==> src/rtl/ifft_frame_gen.sv <==
// ifft_frame_gen: streams one Hermitian-symmetric 1024-bin spectrum frame
// (sine / square / triangle harmonic series) as AXI-Stream into the IFFT.
// Bins leave in natural order 0..N_BINS-1 with tlast on the final bin.
// Optional build macro: IFFT_GEN_AUTO_REPEAT_EN, which restarts a new frame
// after every DONE and re-latches the waveform parameters at that boundary.
module ifft_frame_gen #(
  parameter int N_BINS = 1024,
  parameter int AMP_W  = 16
) (
  input  logic             clk,
  input  logic             rst,
  input  logic             start,
  input  logic [1:0]       wave_type,
  input  logic [8:0]       freq_bin,
  input  logic [AMP_W-1:0] amplitude,
  output logic [47:0]      m_axis_tdata,
  output logic             m_axis_tvalid,
  input  logic             m_axis_tready,
  output logic             m_axis_tlast,
  output logic             busy,
  output logic             frame_done
);

  localparam int IDX_W  = $clog2(N_BINS);
  localparam int POS_W  = IDX_W + 2;
  localparam int PROD_W = AMP_W + 16;

  localparam logic [IDX_W-1:0] UPPER_FIRST = IDX_W'(N_BINS / 2 + 1);
  localparam logic [IDX_W-1:0] LAST_BIN    = IDX_W'(N_BINS - 1);
  localparam logic [POS_W-1:0] LOWER_MAX   = POS_W'(N_BINS / 2 - 1);
  localparam logic [POS_W-1:0] FRAME_LEN   = POS_W'(N_BINS);

  typedef enum logic [2:0] {
    IDLE,
    SETUP,
    LOWER,
    UPPER,
    DONE
  } state_t;

  state_t state;

  logic [1:0]        wave_q;
  logic [8:0]        k_q;
  logic [AMP_W-1:0]  amp_q;

  logic [IDX_W-1:0]  idx;
  logic signed [5:0] harm_n;
  logic signed [5:0] last_n;
  logic [POS_W-1:0]  next_pos;
  logic [IDX_W-1:0]  last_pos;

  logic              active;
  logic              at_upper_entry;
  logic              in_upper;
  logic signed [5:0] eff_n;
  logic [POS_W-1:0]  eff_pos;
  logic              allowed;
  logic              hit;
  logic signed [5:0] n_after;
  logic [POS_W-1:0]  pos_after;
  logic [2:0]        rom_idx;
  logic [15:0]       coef;
  logic [AMP_W-1:0]  mag;
  logic [23:0]       mag_ext;
  logic [23:0]       re_val;
  logic [47:0]       bin_data;

  // Harmonic tracker: decides whether bin idx carries a harmonic and what the tracker becomes after it
  always_comb begin
    active         = (k_q != 9'd0) && (wave_q != 2'd3);
    at_upper_entry = (idx == UPPER_FIRST);
    in_upper       = (idx >= UPPER_FIRST);
    eff_n          = at_upper_entry ? last_n : harm_n;
    eff_pos        = at_upper_entry ? (FRAME_LEN - POS_W'(last_pos)) : next_pos;
    allowed        = 1'b0;
    if (in_upper) begin
      allowed = (eff_n > 6'sd0);
    end else begin
      allowed = (eff_pos <= LOWER_MAX) &&
                ((wave_q == 2'd0) ? (eff_n == 6'sd1) : (eff_n <= 6'sd15));
    end
    hit       = active && allowed && (eff_pos == POS_W'(idx));
    n_after   = eff_n;
    pos_after = eff_pos;
    if (hit) begin
      n_after   = in_upper ? (eff_n - 6'sd2) : (eff_n + 6'sd2);
      pos_after = eff_pos + POS_W'({k_q, 1'b0});
    end
    rom_idx = eff_n[3:1];
  end

  // Q1.15 coefficient ROM: sine is a single full-scale line, square falls as 1/n, triangle as 1/n^2
  always_comb begin
    coef = 16'd0;
    case (wave_q)
      2'd0: coef = 16'd32767;
      2'd1: begin
        case (rom_idx)
          3'd0: coef = 16'd32767;
          3'd1: coef = 16'd10923;
          3'd2: coef = 16'd6554;
          3'd3: coef = 16'd4681;
          3'd4: coef = 16'd3641;
          3'd5: coef = 16'd2979;
          3'd6: coef = 16'd2521;
          default: coef = 16'd2185;
        endcase
      end
      2'd2: begin
        case (rom_idx)
          3'd0: coef = 16'd32767;
          3'd1: coef = 16'd3641;
          3'd2: coef = 16'd1311;
          3'd3: coef = 16'd669;
          3'd4: coef = 16'd405;
          3'd5: coef = 16'd271;
          3'd6: coef = 16'd194;
          default: coef = 16'd146;
        endcase
      end
      default: coef = 16'd0;
    endcase
  end

  // Scale by amplitude, truncate after the Q15 shift, then negate alternate triangle harmonics
  always_comb begin
    mag      = AMP_W'((PROD_W'(amp_q) * PROD_W'(coef)) >> 15);
    mag_ext  = 24'(mag);
    re_val   = 24'd0;
    if (hit) begin
      re_val = ((wave_q == 2'd2) && rom_idx[0]) ? (24'd0 - mag_ext) : mag_ext;
    end
    bin_data = {24'd0, re_val};
  end

  // Frame FSM with registered AXI-Stream output stage; the tracker only moves on a handshake
  always_ff @(posedge clk or negedge rst) begin
    if (!rst) begin
      state         <= IDLE;
      wave_q        <= 2'd0;
      k_q           <= 9'd0;
      amp_q         <= '0;
      idx           <= '0;
      harm_n        <= 6'sd1;
      last_n        <= 6'sd1;
      next_pos      <= '0;
      last_pos      <= '0;
      m_axis_tdata  <= 48'd0;
      m_axis_tvalid <= 1'b0;
      m_axis_tlast  <= 1'b0;
      busy          <= 1'b0;
      frame_done    <= 1'b0;
    end else begin
      case (state)
        IDLE: begin
          frame_done <= 1'b0;
          if (start) begin
            wave_q <= wave_type;
            k_q    <= freq_bin;
            amp_q  <= amplitude;
            busy   <= 1'b1;
            state  <= SETUP;
          end
        end
        SETUP: begin
          // DC never carries a harmonic, so bin 0 is presented as zero right away
          idx           <= IDX_W'(1);
          harm_n        <= 6'sd1;
          last_n        <= 6'sd1;
          next_pos      <= POS_W'(k_q);
          last_pos      <= '0;
          m_axis_tdata  <= 48'd0;
          m_axis_tvalid <= 1'b1;
          m_axis_tlast  <= 1'b0;
          state         <= LOWER;
        end
        LOWER, UPPER: begin
          if (m_axis_tvalid && m_axis_tready) begin
            if (m_axis_tlast) begin
              m_axis_tdata  <= 48'd0;
              m_axis_tvalid <= 1'b0;
              m_axis_tlast  <= 1'b0;
              frame_done    <= 1'b1;
`ifdef IFFT_GEN_AUTO_REPEAT_EN
              busy          <= 1'b1;
`else
              busy          <= 1'b0;
`endif
              state         <= DONE;
            end else begin
              m_axis_tdata <= bin_data;
              m_axis_tlast <= (idx == LAST_BIN);
              idx          <= idx + 1'b1;
              harm_n       <= n_after;
              next_pos     <= pos_after;
              if (hit && !in_upper) begin
                last_n   <= eff_n;
                last_pos <= idx;
              end
              if (at_upper_entry) begin
                state <= UPPER;
              end
            end
          end
        end
        DONE: begin
          frame_done <= 1'b0;
`ifdef IFFT_GEN_AUTO_REPEAT_EN
          wave_q     <= wave_type;
          k_q        <= freq_bin;
          amp_q      <= amplitude;
          state      <= SETUP;
`else
          state      <= IDLE;
`endif
        end
        default: state <= IDLE;
      endcase
    end
  end

endmodule

==> config.mk <==
export PLATFORM = sky130hd
export DESIGN_NAME = ifft_frame_gen
export DESIGN_NICKNAME = d
export VERILOG_FILES = /design/src/rtl/ifft_frame_gen.sv
export SDC_FILE = /design/constraint.sdc
export NUM_CORES = 1
export LEC_CHECK = 0
export CELL_PAD_IN_SITES_DETAIL_PLACEMENT = 1
export CELL_PAD_IN_SITES_GLOBAL_PLACEMENT = 2
export CORE_ASPECT_RATIO = 1.5
export CORE_MARGIN = 5
export CORE_UTILIZATION = 36
export CTS_BUF_LIST = sky130_fd_sc_hd__clkbuf_2 sky130_fd_sc_hd__clkbuf_4 sky130_fd_sc_hd__clkbuf_8
export DETAILED_ROUTE_END_ITERATION = 6
export HOLD_SLACK_MARGIN = 0.06
export PLACE_DENSITY = 0.8
export SLEW_MARGIN = 20
export SYNTH_ARGS = -nofsm -noshare
export SYNTH_HDL_FRONTEND = slang
export SYNTH_SLANG_ARGS = --single-unit
==> constraint.sdc <==
create_clock -name clk -period 8.35 [get_ports clk]
set_input_delay 1.2525 -clock clk [delete_from_list [all_inputs] [get_ports clk]]
set_output_delay 1.2525 -clock clk [all_outputs]
set_load 0.1 [all_outputs]
==> results.cfg, run 1 <==
[sta]
finalSetupViolCount = 6
worst_slack_ns = -0.0824
tightest_slew_ns = 1.11
hold_ws_ns = 0.484
setup-tns-final_ns = -0.313
fin_crit_ns = 8.43
rsz0062_at_grt = true
final-hold-violation-count = 0
clock_skew_ns = 0.0224
period_share_pct = 101
max_freq_ghz = 0.119
max_slew_margin_pct = 25.9
drv_slew = 0

[drt]
drc = 0
vias = 12600
routedWlPerCell_um = 19.9
wl_mm = 47.4
via_per_inst = 5.29
drt_pass1_iterations = 5
ant_nets = 0
drt_iter0_drc = 447

[critical_path]
crit_top_cell = fa_1
slowest_delay_ns = 0.57
startpoint_type = flip-flop
worstPathMaxFanout = 9
reg2reg_from = idx[7]
cpMaxStageDelayCell = or4_4
critPathArrivalTime_ns = 8.80
worstPathRequired_ns = 8.71
critPathLaunch = idx[7]
r2r_cells = 30
end_kind = flip-flop
path_class = reg2reg

[clock_network]
hold_buffers = 0
htreeDepth = 3
cts.clk_slew.worst_paths_ns = 0.12
numCtsBuffers = 9
clock_path_buffers = 2
root_buffer = clkbuf_8
cts_num_sinks = 95
clock_latency_ns = 0.43
cts_tree = built

[yosys]
synth_area_per_cell_um2 = 8.65
ys_seq_area_share_pct = 16.3
yosys_warnings = 0
synth.largest_area_cell = fa_1
synth_common_cells = inv_1 (240), nand2_1 (189), fa_1 (180), and2_1 (146), ha_1 (109)
synthTopCellsByArea = fa_1 (25%), dfrtp_1 (16%), ha_1 (9.4%)
synthArstFlopShare_pct = 100
ys_types = 84
synth_cells = 1683
ys.flop_type = dfrtp_1
yosysMostFrequentCell = inv_1
ys_ff_latch = 95
syn_area_mm2 = 0.0146
synth_top_area_share_pct = 24.7
synth_edf_count = 0

[min_path]
hp-start = last_n[0]
hold_path.class = reg2reg
min_path_cells = 2

[flow_run]
maxCapViolCount = 0

[final_layout]
antenna_cells = 0
filler_cell_count = 4716
multiInputGateArea_mm2 = 0.0116
final_cell_area_mm2 = 0.0179
syn_to_final_growth_pct = 22.9
drive_above_1_share_pct = 21.7
final_nets = 2185
ff_latch_area_mm2 = 0.00238

[place]
detailed_place_hpwl_mm = 38.7
pre_cts_ws_ns = -0.194
gp_congestion = 0.904
placed_cell_area_mm2 = 0.0170
portBuffers = 58

[global_routing]
grt_pass1_vias = 14300
antenna_found_initial = 0
grt_pass1_wl_mm = 77.1
grt_overflow = 0
grt_max_degree = 70
track_usage_pct = 21.5

[run_status]
run_status = finished, violations left
violations = negative setup slack

[die]
die_w_um = 174
num_rows = 90
coreArea_mm2 = 0.0401
top_level_ports = 83
die_h_um = 256
dieArea_mm2 = 0.0447
floorplan.initialDensity_pct = 36.3
registers in the layout, summed over array words and instances (netlist names), 2 cells and up:
name,flops
m_axis_tdata,17
k_q,9
last_n,6
last_pos,10
wave_q,2
state,3
idx,10
amp_q,16
harm_n,6
next_pos,12
area by class of cell:
class,count,area share [%]
clock buffers,9,0.692
clock inverters,7,0.594
inverters,242,5.09
multi-input cells,1262,64.6
flip-flops and latches,95,13.3
well taps,506,3.54
repair buffers,255,12.1
stage by stage:
stage | instances | utilization [%]
2_1_floorplan | 1706 | -
3_3_place_gp | 2332 | 42.3
3_5_place_dp | 2332 | 42.3
4_1_cts | 2364 | 43.7
5_1_grt | 2376 | 44.6
6_report | 2376 | 44.6
cells in the final DEF, fill, tap and decap left out, drive strengths merged, types with 8 or more instances in the layout:
cell,count
nor3,23
a31oi,9
nor4,12
mux2i,15
o21ai,73
buf,198
nor2b,13
conb,24
nand4,21
and3,10
mux2,33
ha,109
inv,247
xor2,22
clkdlybuf4s50,57
a21o,12
a21oi,66
or3,8
dfrtp,93
o21bai,10
or4,9
clkbuf,9
fa,180
nand3,22
o211ai,8
nand2,190
o31ai,8
xnor2,31
a22o,14
nand2b,17
nor2,86
and2,147
critical path: cells and delay by family, from the launching register on:
family	cells	cell delay [ns]
fa+ha+maj	7	3.32
simple gates	10	3.00
buf+inv	8	0.82
compound gates	4	0.56
flops	1	0.40
xor+xnor	1	0.25
kinds of logic after synthesis:
logic type | count (synthesis) | synth area share (%)
fa+ha+maj | 289 | 34.1
other cells | 1 | 0.0258
compound gates | 274 | 12.4
simple gates | 574 | 20.3
xor+xnor | 53 | 3.24
flops | 95 | 16.3
buf+inv | 349 | 9.97
mux | 48 | 3.61
worst paths after layout:
kind,end,slack (ns)
worst min register to register,last_n[0],0.48
worst max-delay path,m_axis_tdata[13],-0.08
min in group asynchronous,idx[2],0.72
worst max register to register,m_axis_tdata[13],-0.08
max in group asynchronous,amp_q[11],6.32
worst min-delay path,last_n[0],0.48
per-layer routing:
layer	global-route usage [%]	share of wire (%)	routed length, um	up-vias
met3	2.46	2.4	1140	92
met2	41.9	56	26500	210
met5	0	0	0	-
met4	7.75	4.1	1920	0
li1	-	-	-	5824
met1	23.6	38	17800	6438
timing repair:
action	CTS	global route
endpoints found under the setup margin	11	15
resized for setup	51	82
endpoints found under the hold margin	0	0
pin swaps	31	38
buffers inserted	16	11
cloned	0	1
Power of run 1 is not shown: default switching activity piles up to over one toggle a cycle in this logic, so the estimate is an artifact.
==> run 2: changes to the inputs <==
SLEW_MARGIN = 0   (was 20)
==> run 2 against run 1 <==
Net effect:
- the flow now finishes without violations
- register-to-register slack better by 0.11 ns
- worst hold slack worse by 0.00062 ns
- flip-flop and latch count stayed put
- first-iteration DRC count is 5.1% higher
- sequential share of layout area is 0.074 points lower
- setup slack better by 0.11 ns
- critical path depth is 3 higher
- maximum frequency is 1.3% higher
- routed wire length is 0.84% higher
- design area is 0.56% higher
- global-route usage is 0.061 points higher
- clock skew is 0.0050 ns lower
==> results.cfg, run 2 (synthesis gave the netlist of run 1 again) <==
[global_routing]
grt_overflow = 0
grt_max_degree = 70
grt_pass1_vias = 14200
antenna_found_initial = 0
grt_pass1_wl_mm = 77.1
track_usage_pct = 21.6

[clock_network]
numCtsBuffers = 9
hold_buffers = 0
cts_tree = built
clock_path_buffers = 2
root_buffer = clkbuf_8
htreeDepth = 3
cts.clk_slew.worst_paths_ns = 0.11
clock_latency_ns = 0.42
cts_num_sinks = 95

[sta]
fin_crit_ns = 8.32
max_slew_margin_pct = 22.8
setup-tns-final_ns = 0
period_share_pct = 99.7
tightest_slew_ns = 1.15
rsz0062_at_grt = true
final-hold-violation-count = 0
drv_slew = 0
max_freq_ghz = 0.120
clock_skew_ns = 0.0173
finalSetupViolCount = 0
hold_ws_ns = 0.484

[critical_path]
worstPathMaxFanout = 8
reg2reg_from = idx[7]
crit_top_cell = fa_1
r2r_setup_slack_ns = 0.03
r2r-end = m_axis_tdata[13]
path_class = reg2reg
cpMaxStageDelayCell = or4_4
startpoint_type = flip-flop
worstPathRequired_ns = 8.71
slowest_delay_ns = 0.56
critPathArrivalTime_ns = 8.68
r2r_cells = 33
end_kind = flip-flop

[final_layout]
reg.largest.list = m_axis_tdata: 17 flops, amp_q: 16 flops, next_pos: 12 flops
top_register = m_axis_tdata
final_common_cell = inv_1
antenna_cells = 0
drive_above_1_share_pct = 22.3
syn_to_final_growth_pct = 23.5
layout_common_cells = inv_1 (218), nand2_1 (177), fa_1 (176), buf_4 (175), and2_1 (133)
final_nets = 2190
largest_reg_flops = 17

[min_path]
min_to = last_n[0]
hp-start = last_n[0]
min_path_cells = 2
hold_path.class = reg2reg

[drt]
vias = 12600
routedWlPerCell_um = 20.1
via_per_inst = 5.29
drt_iter0_drc = 470
ant_nets = 0
drc = 0
drt_pass1_iterations = 4
wl_mm = 47.8

[die]
die_w_um = 174
dieArea_mm2 = 0.0447
floorplan.initialDensity_pct = 36.3
top_level_ports = 83
die_h_um = 256
num_rows = 90
coreArea_mm2 = 0.0401

[flow_run]
maxCapViolCount = 0

[place]
gp_congestion = 0.904
detailed_place_hpwl_mm = 38.7
portBuffers = 58

[run_status]
run_status = finished clean
run 2: cell types whose count changed in the layout (fill, tap and decap cells not counted), sizes merged:
cell / change
and2: +1
buf: +4
bufinv: -1
clkbuf: +2
clkinv: +1
clkinvlp: +1
inv: -3
run 2: worst max-delay path, delay by kind of cell, from the launching register on:
kind | cells | cell delay (ns)
xor gates and xnor gates | 1 | 0.26
buffers and inverters | 10 | 0.91
adders and majority gates | 7 | 3.38
and+or+nand+nor | 10 | 2.62
DFF | 1 | 0.40
AOI/OAI and AO/OA | 5 | 0.67
run 2: cell type report:
type	count	area, um^2
clock buffer	11	139
clock inverter	5	66.3
fill	4730	22100
inverter	242	918
multi-input combinational	1263	11600
sequential	95	2380
tap	506	633
timing repair buffer	259	2240
run 2: how the worst max path moves through the flow:
| stage | to | slack (ns) | cells after the start | startpoint |
|---|---|---|---|---|
| 5_1_grt | m_axis_tdata[15] | -0.23 | 37 | idx[7] |
| 3_5_place_dp | m_axis_tdata[14] | -0.20 | 32 | idx[7] |
| 6_report | m_axis_tdata[13] | 0.03 | 33 | idx[7] |
| 3_3_place_gp | m_axis_tdata[12] | -0.06 | 30 | idx[0] |
| 2_1_floorplan | m_axis_tdata[13] | 0.004 | 34 | idx[1] |
| 4_1_cts | m_axis_tdata[11] | -0.05 | 32 | idx[3] |
run 2: timing repair:
action	4_1_cts	5_1_grt
setup buffers	14	17
cloned	2	0
pin swaps	36	105
resized for setup	52	103
endpoints found under the setup margin	11	15
run 2: per-layer routing:
metal,GRT usage [%],routed length (um)
met3,2.23,1110
met2,42.0,27000
met5,0,0
met1,24.0,18100
met4,7.37,1610
run 2: stage by stage:
stage	std cells	setup slack (ns)	util [%]	cell area [um^2]
finish	2381	0.0273	44.9	18000
global route	2381	-0.233	44.9	18000
CTS	2364	-0.0496	43.7	17500
detailed placement	2332	-0.200	42.3	16900
global placement	2332	-0.0639	42.3	16900
floorplan	1706	0.00403	-	15000
Power of run 2 is left out for the same reason.
